### src/rtl/div_unit_pkg.sv
// Shared types and constants for the multi-cycle divider.
package div_unit_pkg;

  typedef enum logic [1:0] {
    StIdle   = 2'b00,
    StByZero = 2'b01,
    StOn     = 2'b10,
    StEnd    = 2'b11
  } div_state_e;

  localparam logic Stop   = 1'b1;
  localparam logic NoStop = 1'b0;

endpackage

### src/rtl/div_unit_if.sv
// EX-stage <-> divider handshake and operand/result bundle.
interface div_unit_if #(
  parameter int unsigned WIDTH = 32
) ();
  logic               start_i;
  logic               annul_i;
  logic               signed_i;
  logic [WIDTH-1:0]   dividend_i;
  logic [WIDTH-1:0]   divisor_i;
  logic [2*WIDTH-1:0] result_o;
  logic               ready_o;
  logic               stop_req_o;

  modport master (
    output start_i, annul_i, signed_i, dividend_i, divisor_i,
    input  result_o, ready_o, stop_req_o
  );

  modport slave (
    input  start_i, annul_i, signed_i, dividend_i, divisor_i,
    output result_o, ready_o, stop_req_o
  );
endinterface

### src/rtl/div_unit.sv
// Restoring signed/unsigned divider, one quotient bit per cycle; result = {remainder, quotient}.
module div_unit
  import div_unit_pkg::*;
#(
  parameter int unsigned WIDTH = 32
) (
  input  logic      clk,
  input  logic      rst_n,
  div_unit_if.slave div_io
);

  localparam int unsigned CntW = $clog2(WIDTH);

  typedef logic [WIDTH-1:0] word_t;

  div_state_e         state_q;
  logic [CntW-1:0]    cnt_q;
  word_t              rem_q, quo_q, dvs_q;
  logic               sq_q, sr_q;
  logic               ready_q;
  logic [2*WIDTH-1:0] result_q;

  word_t              dvd_abs, dvs_abs;
  logic               dvd_neg, dvs_neg;
  logic [2*WIDTH:0]   partial;
  logic [WIDTH:0]     diff;
  word_t              rem_d, quo_d, rem_fin, quo_fin;

  // Magnitudes wrap modulo 2^WIDTH, so the most negative value maps to itself.
  assign dvd_neg = div_io.signed_i & div_io.dividend_i[WIDTH-1];
  assign dvs_neg = div_io.signed_i & div_io.divisor_i[WIDTH-1];
  assign dvd_abs = dvd_neg ? word_t'(-div_io.dividend_i) : div_io.dividend_i;
  assign dvs_abs = dvs_neg ? word_t'(-div_io.divisor_i) : div_io.divisor_i;

  // Extra carry bit keeps the shifted remainder exact when it exceeds 2^(WIDTH-1).
  always_comb begin
    partial = {1'b0, rem_q, quo_q} << 1;
    diff    = partial[2*WIDTH:WIDTH] - {1'b0, dvs_q};
    if (!diff[WIDTH]) begin
      rem_d = diff[WIDTH-1:0];
      quo_d = {partial[WIDTH-1:1], 1'b1};
    end else begin
      rem_d = partial[2*WIDTH-1:WIDTH];
      quo_d = partial[WIDTH-1:0];
    end
    quo_fin = sq_q ? word_t'(-quo_d) : quo_d;
    rem_fin = sr_q ? word_t'(-rem_d) : rem_d;
  end

  always_ff @(posedge clk or negedge rst_n) begin
    if (!rst_n) begin
      state_q  <= StIdle;
      cnt_q    <= '0;
      rem_q    <= '0;
      quo_q    <= '0;
      dvs_q    <= '0;
      sq_q     <= 1'b0;
      sr_q     <= 1'b0;
      ready_q  <= 1'b0;
      result_q <= '0;
    end else if (div_io.annul_i) begin
      state_q  <= StIdle;
      cnt_q    <= '0;
      ready_q  <= 1'b0;
      result_q <= '0;
    end else begin
      unique case (state_q)
        StIdle: begin
          if (div_io.start_i) begin
            if (div_io.divisor_i == '0) begin
              state_q <= StByZero;
            end else begin
              state_q <= StOn;
              cnt_q   <= '0;
              rem_q   <= '0;
              quo_q   <= dvd_abs;
              dvs_q   <= dvs_abs;
              sq_q    <= dvd_neg ^ dvs_neg;
              sr_q    <= dvd_neg;
            end
          end
        end
        StByZero: begin
          state_q  <= StEnd;
          ready_q  <= 1'b1;
          result_q <= '0;
        end
        StOn: begin
          rem_q <= rem_d;
          quo_q <= quo_d;
          cnt_q <= cnt_q + CntW'(1);
          if (cnt_q == CntW'(WIDTH - 1)) begin
            state_q  <= StEnd;
            ready_q  <= 1'b1;
            result_q <= {rem_fin, quo_fin};
          end
        end
        StEnd: begin
          if (!div_io.start_i) begin
            state_q  <= StIdle;
            ready_q  <= 1'b0;
            result_q <= '0;
          end
        end
        default: state_q <= StIdle;
      endcase
    end
  end

  assign div_io.result_o   = result_q;
  assign div_io.ready_o    = ready_q;
  assign div_io.stop_req_o = (div_io.start_i && !ready_q && !div_io.annul_i) ? Stop : NoStop;

endmodule

### src/flat_wrapper.sv
// flat-port wrapper written by rule: the top's interface ports become plain ports
module div_unit_flat import div_unit_pkg::*;
#(
  parameter int unsigned WIDTH = 32
)
  (clk, rst_n, div_io_start_i, div_io_annul_i, div_io_signed_i, div_io_dividend_i, div_io_divisor_i, div_io_result_o, div_io_ready_o, div_io_stop_req_o);
  div_unit_if #(.WIDTH(WIDTH)) div_io_i ();
  input  logic clk;
  input  logic rst_n;
  input wire logic [$bits(div_io_i.start_i)-1:0] div_io_start_i;
  input wire logic [$bits(div_io_i.annul_i)-1:0] div_io_annul_i;
  input wire logic [$bits(div_io_i.signed_i)-1:0] div_io_signed_i;
  input wire logic [$bits(div_io_i.dividend_i)-1:0] div_io_dividend_i;
  input wire logic [$bits(div_io_i.divisor_i)-1:0] div_io_divisor_i;
  output wire logic [$bits(div_io_i.result_o)-1:0] div_io_result_o;
  output wire logic [$bits(div_io_i.ready_o)-1:0] div_io_ready_o;
  output wire logic [$bits(div_io_i.stop_req_o)-1:0] div_io_stop_req_o;
  assign div_io_i.start_i = div_io_start_i;
  assign div_io_i.annul_i = div_io_annul_i;
  assign div_io_i.signed_i = div_io_signed_i;
  assign div_io_i.dividend_i = div_io_dividend_i;
  assign div_io_i.divisor_i = div_io_divisor_i;
  assign div_io_result_o = div_io_i.result_o;
  assign div_io_ready_o = div_io_i.ready_o;
  assign div_io_stop_req_o = div_io_i.stop_req_o;
  div_unit #(.WIDTH(WIDTH)) u_core (.clk(clk), .rst_n(rst_n), .div_io(div_io_i));
endmodule
### config.mk
export PLATFORM = sky130hd
export DESIGN_NAME = div_unit_flat
export DESIGN_NICKNAME = d
export VERILOG_FILES = /design/src/rtl/div_unit_pkg.sv /design/src/rtl/div_unit_if.sv /design/src/rtl/div_unit.sv /design/src/flat_wrapper.sv
export SDC_FILE = /design/constraint.sdc
export NUM_CORES = 1
export LEC_CHECK = 0
export CORE_MARGIN = 2
export CORE_UTILIZATION = 52
export DETAILED_ROUTE_END_ITERATION = 12
export DONT_BUFFER_PORTS = 1
export GPL_TIMING_DRIVEN = 1
export HOLD_SLACK_MARGIN = 0.06
export PLACE_DENSITY = 0.67
export SKIP_CTS_REPAIR_TIMING = 1
export SLEW_MARGIN = 30
export SYNTH_ARGS = -nofsm -noshare
export SYNTH_HDL_FRONTEND = slang
export SYNTH_SLANG_ARGS = --single-unit
### constraint.sdc
create_clock -name clk -period 11.6 [get_ports clk]
set_input_delay 1.16 -clock clk [delete_from_list [all_inputs] [get_ports clk]]
set_output_delay 1.16 -clock clk [all_outputs]
set_load 0.02 [all_outputs]
Yosys cells after proc, flatten, opt, wreduce, memory -nomap -nowiden
Cells that the tools add are included.
{"block": "totals", "regBits": 170, "elab_cells": 75}
{"block": "op_classes", "n_eq_ne": 10, "add_sub_neg": 6, "reduce_logical": 14, "n_bitwise": 5, "mux": 31}
{"cell": "$mux W32", "n": 9}
{"cell": "$mux W64", "n": 3}
{"cell": "$pmux W64 S3", "n": 1}
{"cell": "$neg A32 Y32", "n": 4}
{"cell": "$pmux W32 S2", "n": 2}
{"cell": "$sub A33 B32 Y33", "n": 1}
{"cell": "$logic_not A32 Y1", "n": 1}
{"cell": "$mux W5", "n": 3}
{"cell": "$mux W2", "n": 5}
{"cell": "$pmux W5 S2", "n": 1}
{"cell": "$ne A3 B3 Y1 const B", "n": 3}
{"cell": "$reduce_and A3 Y1", "n": 3}
{"cell": "$pmux W2 S4", "n": 1}
{"cell": "$reduce_and A4 Y1", "n": 2}
{"cell": "$add A5 B1 Y5 const B", "n": 1}
{"cell": "$eq A5 B5 Y1 const B", "n": 1}
{"cell": "$mux W1", "n": 5}
{"cell": "$eq A2 B2 Y1 const B", "n": 2}
{"cell": "$ne A2 B2 Y1 const B", "n": 2}
{"cell": "$reduce_bool A4 Y1", "n": 1}
{"cell": "$ne A3 B2 Y1 const B", "n": 1}
{"cell": "$pmux W1 S3", "n": 1}
{"cell": "$reduce_bool A3 Y1", "n": 1}
{"cell": "$and A1 B1 Y1", "n": 2}
{"cell": "7 further kinds", "n": 10}

Depth between registers and ports, before layout
{"block": "logic_depth", "ltp_word": 7, "mapped_depth": 26, "ltp_nobuf": 22}

Worst setup path before layout
No wires, ideal clock.
{"block": "synth_path", "kind": "flip-flop to flip-flop", "from": "register u_core.quo_q[31]", "to": "register u_core.result_q[62], in the netlist u_core.div_io.result_o[62]", "stages_incl_launch_ff": 27, "synth_period_minus_slack_ps": 5103, "setup_ps": 66, "path_buffers": 5, "slack_ps": 6497, "arrival_time_ps": 5036, "path_cell_list": "dfrtp_1 -> inv_1 -> ha_1 -> fa_1 -> nand2b_1 -> a211oi_2 -> o32ai_2 -> o21ai_2 -> a21boi_1 -> or3_1 -> buf_6 -> nand2_8 -> buf_4 -> buf_4 -> buf_4 -> buf_4 -> nand2_1 -> o21ai_0 -> ha_1 -> inv_1 -> nor2_2 -> and4bb_1 -> mux2i_2 -> or3_4 -> or3_1 -> o31ai_1 -> a221o_1"}
{"block": "synth_between", "elab_chain_len": 7}
{"element": "start, declared", "line_no": "div_unit.sv:18", "rtl": "word_t rem_q, quo_q, dvs_q;"}
{"element": "start signal, assigned", "line_no": "div_unit.sv:76", "rtl": "quo_q <= dvd_abs;"}
{"element": "start signal, assigned", "line_no": "div_unit.sv:90", "rtl": "quo_q <= quo_d;"}
{"element": "$sub A33 B32 Y33", "line_no": "div_unit.sv:38", "rtl": "diff = partial[2*WIDTH:WIDTH] - {1'b0, dvs_q};"}
{"element": "$mux W32 (*)", "line_no": "div_unit.sv:39", "rtl": "if (!diff[WIDTH]) begin"}
{"element": "$neg A32 Y32", "line_no": "div_unit.sv:47", "rtl": "rem_fin = sr_q ? word_t'(-rem_d) : rem_d;"}
{"element": "$mux W32 (*)", "line_no": "div_unit.sv:47"}
{"element": "$mux W64 (*)", "line_no": "div_unit.sv:92", "rtl": "if (cnt_q == CntW'(WIDTH - 1)) begin"}
{"element": "$pmux W64 S3 (*)", "line_no": "div_unit.sv:67", "rtl": "unique case (state_q)"}
{"element": "$mux W64 (*)", "line_no": "div_unit.sv:61", "rtl": "end else if (div_io.annul_i) begin"}
{"element": "end signal, assigned", "line_no": "div_unit.sv:95", "rtl": "result_q <= {rem_fin, quo_fin};"}
{"element": "end, declared", "line_no": "div_unit.sv:21", "rtl": "logic [2*WIDTH-1:0] result_q;"}
Mark *: on every way between the ends. The rest lies on a longest branch, timed or not. The select of a mux whose other input is x is not followed.
A chain may end at the register's enable or synchronous reset.

Worst setup path in the final report
Same ends and word-level chain as after synthesis.

==> reports/results.ini <==
[run_status]
status = complete, no violations

[floorplan]
rows = 55
die_h_um = 156
initial_core_util_pct = 53.1
dieArea_um2 = 24300
die_w_um = 156
core_um2 = 22600
pin_count = 135

[synthesis]
synth.distinct_cells = 83
muxShareOfSynthArea_pct = 2.64
synth_top_family_by_area = compound AO/OA/AOI/OAI gates
synth_ff_type = dfrtp_1
syn_avg_cell_area_um2 = 8.12
yosysSeqAreaShare_pct = 35.4
synth-simple-area-share_pct = 19.5
synth-xor-area-share_pct = 10.4
yosysWarningCount = 0
synth_compound_area_share_pct = 22.6
ys_ff_latch = 170
synthAdderAreaFrac_pct = 4.54
syn_nets = 1592
synth-edff-count = 0
synthesis.area_um2 = 12000
synthArstFlopShare_pct = 100
synthCells = 1480

[grt]
grt_pass1_vias = 9866
grt_overflow = 0
grt_pass1_wl_mm = 52.8
antenna_found_initial = 0
track_usage_pct = 27.4
grt_max_degree = 171

[drt]
ant_nets = 0
avgViaCountPerCell = 6.07
wire_per_inst_um = 18.9
route.detailed.drc = 0
vias = 10435
routed-wl-met3_mm = 2.05
route.met2.wl_mm = 14.1
dr.pass1.iters = 5
top_layer = met4
routed_wl_mm = 32.6
routedLengthMet1_mm = 15.6
dr.first_iter.drc_count = 711

[worst_setup_path]
slowest_stage = or3_1
critical_path_required_ps = 11980
worstPathCellList = inv_1 -> ha_1 -> fa_1 -> nand2b_1 -> a211oi_2 -> o32ai_2 -> o21ai_2 -> a21boi_1 -> or3_1 -> nand2_8 -> nand2_1 -> o21ai_0 -> ha_1 -> inv_1 -> nor2_2 -> and4bb_1 -> mux2i_2 -> or3_4 -> or3_1 -> o31ai_1 -> a221o_1
path_buf_inv = 2
endpoint_kind = flop
worstSetupPathType = flop to flop
critPathArrivalTime_ps = 5730
crit_fanout = 55
crit_family = simple AND/OR/NAND/NOR gates
start_kind = flop
critPathMaxStageDelay_ps = 500

[place]
numPortBuffers = 0
hpwlAfterDp_mm = 24.0
detailed_place.area_um2 = 12100
placed_cells = 1686
gp_congestion = 0.968

[layout]
layout-drive-gt1-share_pct = 5.37
nNetsFinal = 1532
area_growth_pct = 5.74
layout.cells.non_filler = 1718
fin_area_um2 = 12700
diodes = 0

[clock_tree]
clockBufferDepth = 2
cts_tree = done
cts-root-buf = clkbuf_16
clock_sinks = 170
clk_pin_slew_ps = 80
clk_latency_ps = 450
h-tree-depth = 4
cts_buffers = 17

[power]
p_leak_nw = 5.41
ir_worst_vdd_v = 0.000151
p_per_area_nw_per_um2 = 226

[sta]
worst_slew_pin_slew_ps = 928
slew_headroom_pct = 38.1
fin_crit_sh_pct = 46.1
fmax_ghz = 0.187
skew_ps = 13.6
hold_violations = 0
fin_setup_tns_ps = 0
slew_viol_final = 0
period_needed_ps = 5350
rsz0062_at_grt = false
setup_violations = 0

[flow_run]
maxCapViolCount = 0

[hold_path]
hold_class = input port to asynchronous set/reset pin

cell families (layout without fill, tap and decap cells):
group,Yosys count,in the layout
XOR/XNOR,143,143
AND/OR/NAND/NOR,497,497
multiplexers,31,31
adder cells (fa/ha/maj),43,43
flip-flops,170,170
AO/OA/AOI/OAI,451,451
buffers and inverters,145,98
flip-flops by register name (all words and copies together), names as in the netlist:
register                flops
u_core.cnt_q                5
u_core.div_io.ready_o       1
u_core.div_io.result_o     64
u_core.dvs_q               32
u_core.quo_q               32
u_core.rem_q               32
u_core.sq_q                 1
u_core.sr_q                 1
u_core.state_q              2
stage by stage:
step	hold slack, ps	utilization (%)	setup WS (ps)	power [mW]
after detailed placement	477	53.3	6340	2.26
after floorplan	450	-	6500	1.93
after global routing	399	56.1	5870	3.08
after CTS	405	56.1	6320	2.86
final	409	56.1	6250	2.87
after global placement	464	53.3	6500	2.23
synth_stat cells, types with 4 or more instances:
library cell | count | area, um^2
a211oi_1 | 7 | 52.6
a21o_1 | 8 | 60.1
a21oi_1 | 132 | 661
a21oi_2 | 4 | 35.0
a22o_1 | 6 | 52.6
a31oi_1 | 8 | 50.1
and2_1 | 9 | 56.3
and3_1 | 4 | 25.0
and4_1 | 4 | 35.0
buf_1 | 9 | 33.8
buf_2 | 14 | 70.1
buf_4 | 5 | 37.5
clkbuf_1 | 53 | 199
dfrtp_1 | 170 | 4250
ha_1 | 42 | 526
inv_1 | 60 | 225
mux2i_1 | 27 | 270
nand2_1 | 228 | 856
nand2b_1 | 11 | 68.8
nand3_1 | 16 | 80.1
nand4_1 | 13 | 81.3
nand4b_1 | 4 | 35.0
nor2_1 | 109 | 409
nor2b_1 | 9 | 56.3
nor3_1 | 20 | 100
nor3b_1 | 5 | 37.5
nor4_1 | 15 | 93.8
nor4b_1 | 5 | 43.8
o21ai_0 | 176 | 881
o21ai_1 | 13 | 65.1
o21bai_1 | 4 | 30.0
o31ai_1 | 40 | 300
o41ai_1 | 10 | 87.6
or2_2 | 5 | 31.3
or3_1 | 21 | 131
or4_1 | 7 | 52.6
xnor2_1 | 63 | 552
xor2_1 | 80 | 701
cell type report:
type | count | area [um^2]
clock buffers | 17 | 425
flip-flops and latches | 170 | 4250
repair buffers | 5 | 37.5
clock inverters | 15 | 216
inverters | 61 | 229
well taps | 285 | 357
fillers | 2090 | 9930
multi-input cells | 1165 | 7190
path summary, 6_finish.rpt:
check	startpoint	end	slack, ps	depth (start not counted)
worst max-delay path	u_core.quo_q[31]	u_core.div_io.result_o[62]	6250	21
worst min-delay path	rst_n	u_core.dvs_q[25]	410	0
worst max register to register	u_core.quo_q[31]	u_core.div_io.result_o[62]	6250	21
worst min register to register	u_core.dvs_q[25]	u_core.dvs_q[25]	480	2
max in group asynchronous	rst_n	u_core.rem_q[22]	10630	0
min in group clk	u_core.dvs_q[25]	u_core.dvs_q[25]	480	2
cells in the final DEF, fill, tap and decap left out, types with 6 or more instances in the layout:
cell,n
nand2_1,228
mux2i_1,27
o31ai_1,40
clkinv_8,9
nor4_1,15
nand3_1,16
a21o_1,7
or4_1,7
nor2_1,109
nor2b_1,9
o21ai_1,13
xor2_1,80
o41ai_1,10
nor3_1,20
a21oi_1,130
o21ai_0,176
a31oi_1,8
a211oi_1,7
a22o_1,6
dfrtp_1,170
or3_1,21
nand4_1,13
nand2b_1,11
and2_1,9
clkbuf_16,17
xnor2_1,63
ha_1,41
inv_1,60
report_power, final:
group | leakage, nW | total [mW] | internal (mW) | switching (mW)
logic | 2.88 | 1.28 | 0.453 | 0.829
clock network | 0.305 | 0.600 | 0.299 | 0.301
registers | 2.23 | 0.988 | 0.755 | 0.232
total | 5.41 | 2.87 | 1.51 | 1.36
worst reg2reg max path, stage by stage (launching register included):
cell and delay (ps):
dfrtp_1 380, inv_1 50, ha_1 210, fa_1 400, nand2b_1 190, a211oi_2 350, o32ai_2 190, o21ai_2 240
a21boi_1 110, or3_1 500, nand2_8 410, nand2_1 120, o21ai_0 150, ha_1 340, inv_1 150, nor2_2 120
and4bb_1 200, mux2i_2 120, or3_4 430, or3_1 310, o31ai_1 190, a221o_1 130
per-layer routing:
layer / GRT usage (%) / up-vias
met2: 40.3 / 306
met4: 8.91 / 0
met1: 40.2 / 4999
met3: 5.56 / 45
li1: - / 5085
met5: 0 / -
Note: power is estimated with default switching activity, not from simulation.
